==> config.mk <==
export PLATFORM = sky130hd
export DESIGN_NAME = bus_arbiter
export DESIGN_NICKNAME = d
export VERILOG_FILES = /design/src/rtl/bus_arb_pkg.sv /design/src/rtl/bus_timeout_counter.sv /design/src/rtl/bus_arbiter.sv
export SDC_FILE = /design/constraint.sdc
export NUM_CORES = 1
export LEC_CHECK = 0
export BUFFER_PORTS_ARGS = -buffer_cell sky130_fd_sc_hd__buf_2
export CORE_AREA = 2 2 121 123
export CTS_CLUSTER_SIZE = 25
export DETAILED_ROUTE_END_ITERATION = 7
export DIE_AREA = 0 0 123 125
export PLACE_DENSITY_LB_ADDON = 0.1
export SKIP_CTS_REPAIR_TIMING = 1
export SYNTH_ARGS = -nofsm -noshare
export SYNTH_HDL_FRONTEND = slang
export SYNTH_SLANG_ARGS = --single-unit
export TNS_END_PERCENT = 10
==> constraint.sdc <==
create_clock -name clk -period 4.5 [get_ports clk]
set_input_delay 1.35 -clock clk [delete_from_list [all_inputs] [get_ports clk]]
set_output_delay 1.35 -clock clk [all_outputs]
set_load 0.02 [all_outputs]
==> src/rtl/bus_arb_pkg.sv <==
// ---------------------------------------------------------------------------
// bus_arb_pkg
// Shared definitions for the two-master bus arbiter:
//   arb_state_t   - arbiter FSM state encoding (IDLE / GNT0 / GNT1)
//   M0_IDX/M1_IDX - master index values held in the last-grant pointer
//   TIMEOUT_RDATA - read data returned to a master whose access timed out
// ---------------------------------------------------------------------------
package bus_arb_pkg;

    typedef enum logic [1:0] {
        IDLE = 2'd0,
        GNT0 = 2'd1,
        GNT1 = 2'd2
    } arb_state_t;

    localparam logic M0_IDX = 1'b0;
    localparam logic M1_IDX = 1'b1;

    localparam logic [31:0] TIMEOUT_RDATA = 32'hDEAD_BEEF;

endpackage

==> src/rtl/bus_timeout_counter.sv <==
// ---------------------------------------------------------------------------
// bus_timeout_counter
// Counts cycles spent waiting on the slave while a grant is held and flags
// when CYCLES full wait cycles have elapsed.
// Ports:
//   clk      - system clock
//   reset_n  - asynchronous active-low reset
//   enable   - count this cycle (a grant is active)
//   clear    - restart from zero (arbiter is idle, so every grant starts fresh)
//   expired  - CYCLES wait cycles have elapsed without completion
// ---------------------------------------------------------------------------
module bus_timeout_counter #(
    parameter int CYCLES = 256
) (
    input  logic clk,
    input  logic reset_n,
    input  logic enable,
    input  logic clear,
    output logic expired
);

    localparam int CW = $clog2(CYCLES + 1);

    logic [CW-1:0] count;

    // Holds at the terminal value; the arbiter leaves the grant on expiry.
    always_ff @(posedge clk or negedge reset_n) begin
        if (!reset_n) begin
            count <= '0;
        end else if (clear) begin
            count <= '0;
        end else if (enable && !expired) begin
            count <= count + 1'b1;
        end
    end

    assign expired = (count == CW'(CYCLES));

endmodule

==> src/rtl/bus_arbiter.sv <==
// ---------------------------------------------------------------------------
// bus_arbiter
// Two-master (m0 = CPU, m1 = DMA) round-robin arbiter in front of a single
// slave decode. One transfer at a time, never preempted; every completion or
// abort passes through IDLE for one cycle before the next grant.
//
// Optional feature (macro BUS_TIMEOUT_EN): a grant that waits TIMEOUT_CYCLES
// cycles without s_ready is completed with TIMEOUT_RDATA and sets the sticky
// timeout_err flag (cleared by err_clr). Without the macro there is no
// counter, timeout_err is tied 0 and err_clr is ignored.
//
// Ports:
//   clk, reset_n            - clock, asynchronous active-low reset
//   m0_*/m1_* valid,addr,
//     wdata,wstrb           - master requests (wstrb == 0 means read)
//   m0_*/m1_* ready,rdata   - per-master completion pulse and read data
//   s_valid,s_addr,s_wdata,
//     s_wstrb               - request routed from the granted master
//   s_ready,s_rdata         - slave completion and read data
//   grant                   - one-hot owner (bit0 m0, bit1 m1), 00 when idle
//   timeout_err, err_clr    - sticky timeout flag and its clear
// ---------------------------------------------------------------------------
module bus_arbiter #(
    parameter int TIMEOUT_CYCLES = 256
) (
    input  logic        clk,
    input  logic        reset_n,
    input  logic        m0_valid,
    input  logic [31:0] m0_addr,
    input  logic [31:0] m0_wdata,
    input  logic [3:0]  m0_wstrb,
    output logic        m0_ready,
    output logic [31:0] m0_rdata,
    input  logic        m1_valid,
    input  logic [31:0] m1_addr,
    input  logic [31:0] m1_wdata,
    input  logic [3:0]  m1_wstrb,
    output logic        m1_ready,
    output logic [31:0] m1_rdata,
    output logic        s_valid,
    output logic [31:0] s_addr,
    output logic [31:0] s_wdata,
    output logic [3:0]  s_wstrb,
    input  logic        s_ready,
    input  logic [31:0] s_rdata,
    output logic [1:0]  grant,
    output logic        timeout_err,
    input  logic        err_clr
);

    import bus_arb_pkg::*;

    arb_state_t  state;
    logic        last_grant;
    logic        own0;
    logic        own1;
    logic        cur_valid;
    logic        expired;
    logic        timeout_hit;
    logic        done;
    logic [31:0] rdata_sel;

    assign own0      = (state == GNT0);
    assign own1      = (state == GNT1);
    assign cur_valid = (own0 && m0_valid) || (own1 && m1_valid);

    // A completion needs the owner still requesting; s_ready outside a grant
    // never reaches this term, so it is ignored in IDLE.
    assign timeout_hit = cur_valid && expired;
    assign done        = cur_valid && (s_ready || expired);
    assign rdata_sel   = timeout_hit ? TIMEOUT_RDATA : s_rdata;

    assign m0_ready = own0 && done;
    assign m1_ready = own1 && done;
    assign m0_rdata = m0_ready ? rdata_sel : 32'h0;
    assign m1_rdata = m1_ready ? rdata_sel : 32'h0;

    // Slave request follows the owner; withdrawn in the timeout cycle.
    always_comb begin
        s_valid = 1'b0;
        s_addr  = 32'h0;
        s_wdata = 32'h0;
        s_wstrb = 4'h0;
        if (own0) begin
            s_valid = m0_valid && !expired;
            s_addr  = m0_addr;
            s_wdata = m0_wdata;
            s_wstrb = m0_wstrb;
        end else if (own1) begin
            s_valid = m1_valid && !expired;
            s_addr  = m1_addr;
            s_wdata = m1_wdata;
            s_wstrb = m1_wstrb;
        end
    end

    always_ff @(posedge clk or negedge reset_n) begin
        if (!reset_n) begin
            state      <= IDLE;
            last_grant <= M1_IDX;
            grant      <= 2'b00;
        end else begin
            case (state)
                IDLE: begin
                    // On a tie the master not served last wins.
                    if (m0_valid && (!m1_valid || last_grant == M1_IDX)) begin
                        state <= GNT0;
                        grant <= 2'b01;
                    end else if (m1_valid) begin
                        state <= GNT1;
                        grant <= 2'b10;
                    end
                end
                GNT0: begin
                    if (!m0_valid) begin
                        state <= IDLE;
                        grant <= 2'b00;
                    end else if (done) begin
                        state      <= IDLE;
                        grant      <= 2'b00;
                        last_grant <= M0_IDX;
                    end
                end
                GNT1: begin
                    if (!m1_valid) begin
                        state <= IDLE;
                        grant <= 2'b00;
                    end else if (done) begin
                        state      <= IDLE;
                        grant      <= 2'b00;
                        last_grant <= M1_IDX;
                    end
                end
                default: begin
                    state <= IDLE;
                    grant <= 2'b00;
                end
            endcase
        end
    end

`ifdef BUS_TIMEOUT_EN
    bus_timeout_counter #(
        .CYCLES (TIMEOUT_CYCLES)
    ) u_timeout (
        .clk     (clk),
        .reset_n (reset_n),
        .enable  (own0 || own1),
        .clear   (state == IDLE),
        .expired (expired)
    );

    // A timeout in the same cycle as err_clr keeps the flag set.
    always_ff @(posedge clk or negedge reset_n) begin
        if (!reset_n) begin
            timeout_err <= 1'b0;
        end else if (timeout_hit) begin
            timeout_err <= 1'b1;
        end else if (err_clr) begin
            timeout_err <= 1'b0;
        end
    end
`else
    logic unused_timeout_cfg;

    assign expired            = 1'b0;
    assign timeout_err        = 1'b0;
    assign unused_timeout_cfg = err_clr | (TIMEOUT_CYCLES == 0);
`endif

endmodule

### Yosys cells after proc, flatten, opt, wreduce, memory -nomap -nowiden

Index checks and enable logic that the tools add are counted.

| storage, ports and cells | value |
|---|---|
| register bits | 5 |
| input port bits | 174 |
| memories kept | 0 |
| bits in latches | 0 |
| bits in read-only memories | 0 |
| logic and storage cells | 47 |
| RAM bits | 0 |

| cells by class | value |
|---|---|
| reductions and logical operators | 12 |
| multipliers | 0 |
| $lt $le $gt $ge | 0 |
| muxes and demuxes | 25 |
| shift operators | 0 |
| div/mod/pow operators | 0 |
| eq/ne operators | 7 |
| bitwise logic cells | 0 |
| $add $sub $neg | 0 |

Operators with widths:

| cell | number |
|---|---|
| two-way mux 32 bit | 6 |
| two-way mux 2 bit | 8 |
| case mux 2 bit (3 select lines) | 2 |
| two-way mux 4 bit | 2 |
| logical AND 1 bit | 6 |
| two-way mux 1 bit | 6 |
| AND reduction 5 bit | 1 |
| inequality test 2 x 1 -> 1 bit, second input constant | 2 |
| inequality test 2 bit, second input constant | 2 |
| inequality test 3 bit, second input constant | 1 |
| equality test 2 x 1 -> 1 bit, second input constant | 1 |
| equality test 2 bit, second input constant | 1 |
| zero test 2 bit | 1 |
| logical OR 1 bit | 2 |
| case mux 1 bit (2 select lines) | 1 |
| nonzero test 2 bit | 1 |
| zero test 1 bit | 1 |

### Longest topological paths before layout

Gate-level depths: netlist (run 1).

| logic depth | value |
|---|---|
| word-level depth | 7 |
| mapped depth | 6 |
| gate-level depth less buffers | 3 |

### Worst setup path after synthesis (run 1)

Ideal clock, no wire load.

| timing path | value |
|---|---|
| kind | input to output |
| from | in m0_valid |
| to | out m0_rdata[23] |
| buffers on the path | 2 |
| arrival | 2.196 ns |
| path slack | 0.954 ns |
| stages on the path | 5 |
| path through | nor2b_2 and3_1 buf_2 buf_6 and2_1 |

| between the ends | value |
|---|---|
| word-level cells in the longest chain between the ends | 5 |

Ends and longest elaborated chain:

| item | line | RTL |
|---|---|---|
| start, declared | bus_arbiter.sv:28 | `input logic m0_valid,` |
| logical AND 1 bit | bus_arbiter.sv:65 | `assign cur_valid = (own0 && m0_valid) \|\| (own1 && m1_valid);` |
| logical OR 1 bit | bus_arbiter.sv:65 |  |
| logical AND 1 bit | bus_arbiter.sv:70 | `assign done = cur_valid && (s_ready \|\| expired);` |
| logical AND 1 bit | bus_arbiter.sv:73 | `assign m0_ready = own0 && done;` |
| net m0_ready | bus_arbiter.sv:32 | `output logic m0_ready,` |
| two-way mux 32 bit | bus_arbiter.sv:75 | `assign m0_rdata = m0_ready ? rdata_sel : 32'h0;` |
| end, declared | bus_arbiter.sv:33 | `output logic [31:0] m0_rdata,` |

The timed path passes the listed nets, and every way through them passes these cells.

### Worst setup path after layout (run 1)

| timing path | value |
|---|---|
| from | in m0_valid |
| to | out m0_rdata[12] |

| between the ends | value |
|---|---|
| word-level cells in the longest chain between the ends | 5 |

Ends and longest elaborated chain:

| item | line |
|---|---|
| logical AND 1 bit | bus_arbiter.sv:65 |
| logical OR 1 bit | bus_arbiter.sv:65 |
| logical AND 1 bit | bus_arbiter.sv:70 |
| logical AND 1 bit | bus_arbiter.sv:73 |
| two-way mux 32 bit | bus_arbiter.sv:75 |

Every way passes these cells.

==> flow_summary.yaml, run 1 <==
die:
  die-height_um: 125
  rows: 44
  start_util_pct: 10.3
  io_pins: 312
  core_um2: 14200
  chipWidth_um: 123
  die_area_um2: 15400
global_routing:
  grt_use_met1_pct: 10.5
  grt_max_degree: 67
  grt_pass1_vias: 2357
  top_usage_layer: "met2"
  grtUsageTotal_pct: 9.88
  grt_pass1_wl_mm: 12.2
  globalRouteMet3Util_pct: 2.24
  antenna_found_initial: 0
  use_met2_pct: 19.3
  overflow: 0
cells_and_area:
  finalNetCount: 651
  area_growth_pct: 117
  diodes: 0
  fin_util_pct: 22.4
  drive_gt1_share_pct: 67.2
timing:
  tns_ps: 0
  grt_setup_unrepaired: "false"
  fmax_mhz: 263
  worstMarginPinSlew_ps: 679
  whs_ps: 508
  slew_violations: 0
  setup-violations-final: 0
  post-route-period-util_pct: 84.4
  finalHoldViolations: 0
  slew_headroom_pct: 54.8
  finalClockSkew_ps: 0.769
  layout_min_cycle_time_ps: 3800
clock_tree:
  clkLatencyLatePin_ps: 230
  ctsLongestPathBuffers: 2
  root_buffer: "clkbuf_16"
  cts_tree: "done"
  cts_made_buffers: 3
  h-tree-depth: 1
  path_clk_slew_ps: 30
  clock_sinks: 5
synthesis:
  yosys-top-cells-area: "a22o_1 (42%), and2_1 (27%), buf_6 (8.4%), dfrtp_1 (6.8%), buf_2 (4.4%)"
  syn_inst: 184
  ys_ff_latch: 5
  yosys.area.top_type: "a22o_1"
  synth_area_per_cell_um2: 7.97
  yosysWarnings: 0
  syn_nets: 358
  ys_types: 21
  netlist.area_leader.share_pct: 42.4
  synthesis.area_um2: 1470
  ys_seq_area_share_pct: 8.62
min_path:
  hold_class: "reg -> reg"
setup_path:
  arrival_ps: 2450
  path_class: "in -> out"
  crit_required_ps: 3150
  endpoint_kind: "primary output"
  start_kind: "input pin"
  path_max_fanout: 34
job:
  drv_cap: 0
power_and_ir_drop:
  power.leakage_uw: 0.00204
  power_density_nw_per_um2: 314
  peakVddDrop_mv: 0.226
placement:
  place_hpwl_mm: 7.27
  gp_congestion: 0.757
  port_buffers: 309
detailed_routing:
  route.detailed.drc: 0
  drt_iter0_drc: 69
  wire_per_inst_um: 13.2
  vias_per_cell: 3.93
  drt-pass1-iter-count: 4
  drt_wl_total_mm: 8.70
  ant_nets: 0
  vias: 2594
run_status:
  status: "completed"
## cells by family (layout without fill, tap and decap cells)
family / count (synthesis) / after routing / synth area share (%)
other cells: 1 / 1 / 0.256
flops: 5 / 5 / 8.62
simple gates: 76 / 76 / 32.4
buf+inv: 27 / 319 / 13.9
compound gates: 75 / 75 / 44.8
## metal layers
metal | share of wire (%) | vias to the layer above
met5 | 0 | -
met4 | 1.1 | 0
met3 | 12 | 8
met2 | 53 | 162
met1 | 35 | 1160
li1 | - | 1264
## sequential cells by signal, summed over array words and instances (netlist names)
register and cells:
state 2, grant 2, last_grant 1
## area by class of cell
type	count	area, µm²
tap	184	230
timing repair buffer	313	1590
fill	1628	11000
inverter	2	7.51
multi-input combinational	152	1140
sequential	5	126
clock buffer	4	78.8
## cells in the final DEF (no fill, tap or decap)
cell | netlist | routed
and4b_1 | 1 | 1
inv_1 | 2 | 2
a22o_1 | 71 | 71
clkbuf_1 | 0 | 1
buf_4 | 1 | 3
dfrtp_1 | 4 | 4
dfstp_2 | 1 | 1
nor3_1 | 1 | 1
nor2_1 | 4 | 4
conb_1 | 1 | 1
o211a_1 | 1 | 1
buf_12 | 0 | 1
nand2_1 | 1 | 1
clkbuf_16 | 0 | 3
and3_1 | 1 | 1
nor2b_4 | 1 | 2
nor2b_2 | 1 | 1
and2_1 | 64 | 64
buf_2 | 13 | 309
o21ai_0 | 1 | 1
a32o_1 | 2 | 2
nand2b_1 | 1 | 1
## worst max-delay path, cell delays in order
cell	delay, ps
buf_2	90
nor2b_2	200
and3_1	170
buf_4	270
and2_1	180
buf_2	160
## final timing paths
kind	from	to	slack, ps	cells past startpoint
worst min-delay path	last_grant$_DFFE_PN1P_	last_grant$_DFFE_PN1P_	510	2
min in group asynchronous	reset_n	state[1]$_DFFE_PN0P_	940	1
worst max-delay path	m0_valid	m0_rdata[12]	700	6
max in group asynchronous	reset_n	last_grant$_DFFE_PN1P_	3350	1
worst max register to register	state[1]$_DFFE_PN0P_	grant[0]$_DFFE_PN0P_	3160	3
worst min register to register	last_grant$_DFFE_PN1P_	last_grant$_DFFE_PN1P_	510	2
## power by group
part	switching, µW	leakage (µW)	total, µW	internal [µW]
clock	28.1	0.0000382	145	117
combinational	458	0.00194	770	313
sequential	18.6	0.0000617	82.3	63.7
## metrics by stage
| step | instances | setup slack [ps] | total power [µW] | cell area [µm²] |
|---|---|---|---|---|
| 3_3_place_gp | 656 | 693 | 867 | 3100 |
| 5_1_grt | 660 | 574 | 1080 | 3180 |
| 4_1_cts | 660 | 684 | 1020 | 3180 |
| 6_report | 660 | 702 | 998 | 3180 |
| 3_5_place_dp | 656 | 693 | 866 | 3100 |
| 2_1_floorplan | 184 | 954 | 610 | 1470 |
## cell usage after synthesis
| cell type | number |
|---|---|
| conb_1 | 1 |
| a32o_1 | 2 |
| dfstp_2 | 1 |
| o211a_1 | 1 |
| nor2_1 | 4 |
| nand2b_1 | 1 |
| buf_4 | 1 |
| buf_2 | 13 |
| nor3_1 | 1 |
| and2_1 | 64 |
| buf_6 | 11 |
| nor2b_1 | 1 |
| o21ai_0 | 1 |
| dfrtp_1 | 4 |
| nor2b_2 | 1 |
| nand2_1 | 1 |
| and4b_1 | 1 |
| a22o_1 | 71 |
| and3_1 | 1 |
| nor2b_4 | 1 |
| inv_1 | 2 |
Power figures use the tool's default switching activity.
==> run 2, diff against run 1 <==
--- a/config.mk
+++ b/config.mk
@@ -5,6 +5,7 @@
 export SDC_FILE = /design/constraint.sdc
 export NUM_CORES = 1
 export LEC_CHECK = 0
+export ABC_AREA = 1
 export BUFFER_PORTS_ARGS = -buffer_cell sky130_fd_sc_hd__buf_2
 export CORE_AREA = 2 2 121 123
 export CTS_CLUSTER_SIZE = 25
==> constraint.sdc (replaced) <==
create_clock -name clk -period 3.2 [get_ports clk]
set_input_delay 0.96 -clock clk [delete_from_list [all_inputs] [get_ports clk]]
set_output_delay 0.96 -clock clk [all_outputs]
set_load 0.02 [all_outputs]
==> run 2 against run 1 <==
Net effect: final area increased by 2.5%; die area unchanged; combinational power grew 130%; worst hold slack worse by 37 ps; critical path depth unchanged; via count up 4.7%; global-route usage is 0.40 points higher.
==> flow_summary.yaml, run 2 <==
run_status:
  status: "completed"
die:
  rows: 44
  io_pins: 312
  start_util_pct: 10.6
  die_area_um2: 15400
  die-height_um: 125
  chipWidth_um: 123
  core_um2: 14200
synthesis:
  yosys.area.top_type: "a22o_1"
  netlist.area_leader.share_pct: 39.7
  yosysMostFrequentCell: "a22o_1"
  synth-xor-area-share_pct: 0
  synthesis.area_um2: 1500
  synth_top_flop_cell: "dfrtp_1"
  synth_commonest_cells: "a22o_1 (68), nor2_1 (37), inv_1 (36)"
  synth_edf_count: 0
  async_reset_ff_share_pct: 100
  synth_area_per_cell_um2: 6.58
  ys_ff_latch: 5
  ys_types: 20
  synth-simple-area-share_pct: 28.9
  yosysWarnings: 0
  synth_compound_area_share_pct: 41.2
  synth_top_family_by_area: "compound AO/OA/AOI/OAI gates"
  syn_nets: 402
  syn_inst: 228
  yosys.area_share.adder_pct: 0
  synth_mux_area_share_pct: 0
  yosys-top-cells-area: "a22o_1 (40%), nor2_2 (13%), nor2_1 (9.3%), inv_1 (9.0%), dfrtp_1 (6.7%)"
  ys_seq_area_share_pct: 8.42
clock_tree:
  clkLatencyLatePin_ps: 230
  h-tree-depth: 1
  path_clk_slew_ps: 30
  cts_tree: "done"
  root_buffer: "clkbuf_16"
  clock_sinks: 5
  ctsLongestPathBuffers: 2
  cts_made_buffers: 3
timing:
  whs_ps: 472
  layout_min_cycle_time_ps: 2860
  setup_ws_ps: 337
  fmax_mhz: 349
  slew_headroom_pct: 64.5
  post-route-period-util_pct: 89.5
  slew_violations: 0
  worstMarginPinSlew_ps: 532
  finalHoldViolations: 0
  setup-violations-final: 0
  grt_setup_unrepaired: "false"
  finalClockSkew_ps: 2.11
  tns_ps: 0
setup_path:
  critPathMaxStageDelay_ps: 220
  arrival_ps: 1900
  cp_top_family: "buffers and inverters"
  endpoint_kind: "primary output"
  cpMaxStageDelayCell: "inv_2"
  crit_required_ps: 2240
  path_max_fanout: 33
  start_kind: "input pin"
  crit_chain: "buf_2 > inv_2 > nor2_2 > inv_2 > nor2_1 > buf_2"
  path_buf_inv: 4
  path_class: "in -> out"
detailed_routing:
  wire_per_inst_um: 12.7
  route.detailed.drc: 0
  ant_nets: 0
  drt_iter0_drc: 58
  drt-pass1-iter-count: 4
  vias_per_cell: 3.84
  vias: 2717
  drt_wl_total_mm: 9.01
power_and_ir_drop:
  seqPwrFrac_pct: 5.8
  power.leakage_uw: 0.00220
  p_clk_share_pct: 9.8
  switching_power_uw: 1200
  p_int_uw: 925
  power.total_uw: 2130
  power_density_nw_per_um2: 653
  peakVddDrop_mv: 0.257
  pwr-share-comb_pct: 84.4
  swShare_pct: 56.5
global_routing:
  grt_pass1_wl_mm: 12.8
  grt_pass1_vias: 2555
  grt_max_degree: 65
  overflow: 0
  antenna_found_initial: 0
  grtUsageTotal_pct: 10.3
cells_and_area:
  diodes: 0
  layout_commonest_cell: "buf_2"
  top_regs: "grant x2, state x2, last_grant x1"
  design_area_um2: 3260
  multi_input_area_um2: 1060
  drive_gt1_share_pct: 67.9
  regArea_um2: 126
  finalNetCount: 698
  final_cell_mix: "buf_2 (309), a22o_1 (68), nor2_1 (37)"
  area_growth_pct: 117
  fillCellCount: 1653
min_path:
  hold_class: "reg -> reg"
placement:
  place_hpwl_mm: 7.69
  port_buffers: 309
  gp_congestion: 0.784
  placed_area_um2: 3180
  pre_cts_ws_ps: 306
job:
  drv_cap: 0
==> run 2: path summary, 6_finish.rpt <==
kind | slack, ps | cells past startpoint | endpoint | from
min | 470 | 2 | last_grant$_DFFE_PN1P_ | last_grant$_DFFE_PN1P_
min in group asynchronous | 550 | 1 | grant[0]$_DFFE_PN0P_ | reset_n
min reg2reg | 470 | 2 | last_grant$_DFFE_PN1P_ | last_grant$_DFFE_PN1P_
max | 340 | 6 | m1_rdata[15] | s_ready
max reg2reg | 2020 | 4 | last_grant$_DFFE_PN1P_ | state[1]$_DFFE_PN0P_
max in group asynchronous | 2420 | 1 | last_grant$_DFFE_PN1P_ | reset_n
==> run 2: cell families (layout without fill, tap and decap cells) <==
kind of cell	after synthesis	in the layout
AOI/OAI and AO/OA	72	72
buffers and inverters	63	358
and+or+nand+nor	87	87
other	1	1
DFF	5	5
==> run 2: layout make-up <==
cell class / instances / share of cell area (%)
inverters: 42 / 4.84
well taps: 184 / 7.07
repair buffers: 312 / 49.3
multi-input cells: 160 / 32.4
flip-flops and latches: 5 / 3.88
clock buffers: 4 / 2.42
==> run 2: power groups by stage <==
| stage | clock, µW | sequential, µW | combinational (µW) |
|---|---|---|---|
| after floorplan | 0 | 134 | 1220 |
| after detailed placement | 0 | 125 | 1830 |
| after global placement | 0 | 124 | 1830 |
| final | 207 | 124 | 1790 |
| after global routing | 215 | 129 | 1950 |
| after CTS | 211 | 124 | 1830 |
==> run 2: worst min-delay path, delay by kind of cell, from the launching register on <==
kind	cells	cell delay, ps
flops	1	370
simple gates	2	100
==> run 2: metal layers <==
metal,track usage (%),routed length (µm),vias up
met3,1.87,918,6
li1,-,-,1363
met1,10.3,3150,1184
met4,1.00,49,0
met5,0,0,-
met2,21.8,4890,164
==> run 2: per-stage QoR <==
step	std cells	util (%)
final	707	22.9
after global routing	707	22.9
after CTS	707	22.9
after detailed placement	703	22.4
after global placement	703	22.4
after floorplan	228	-
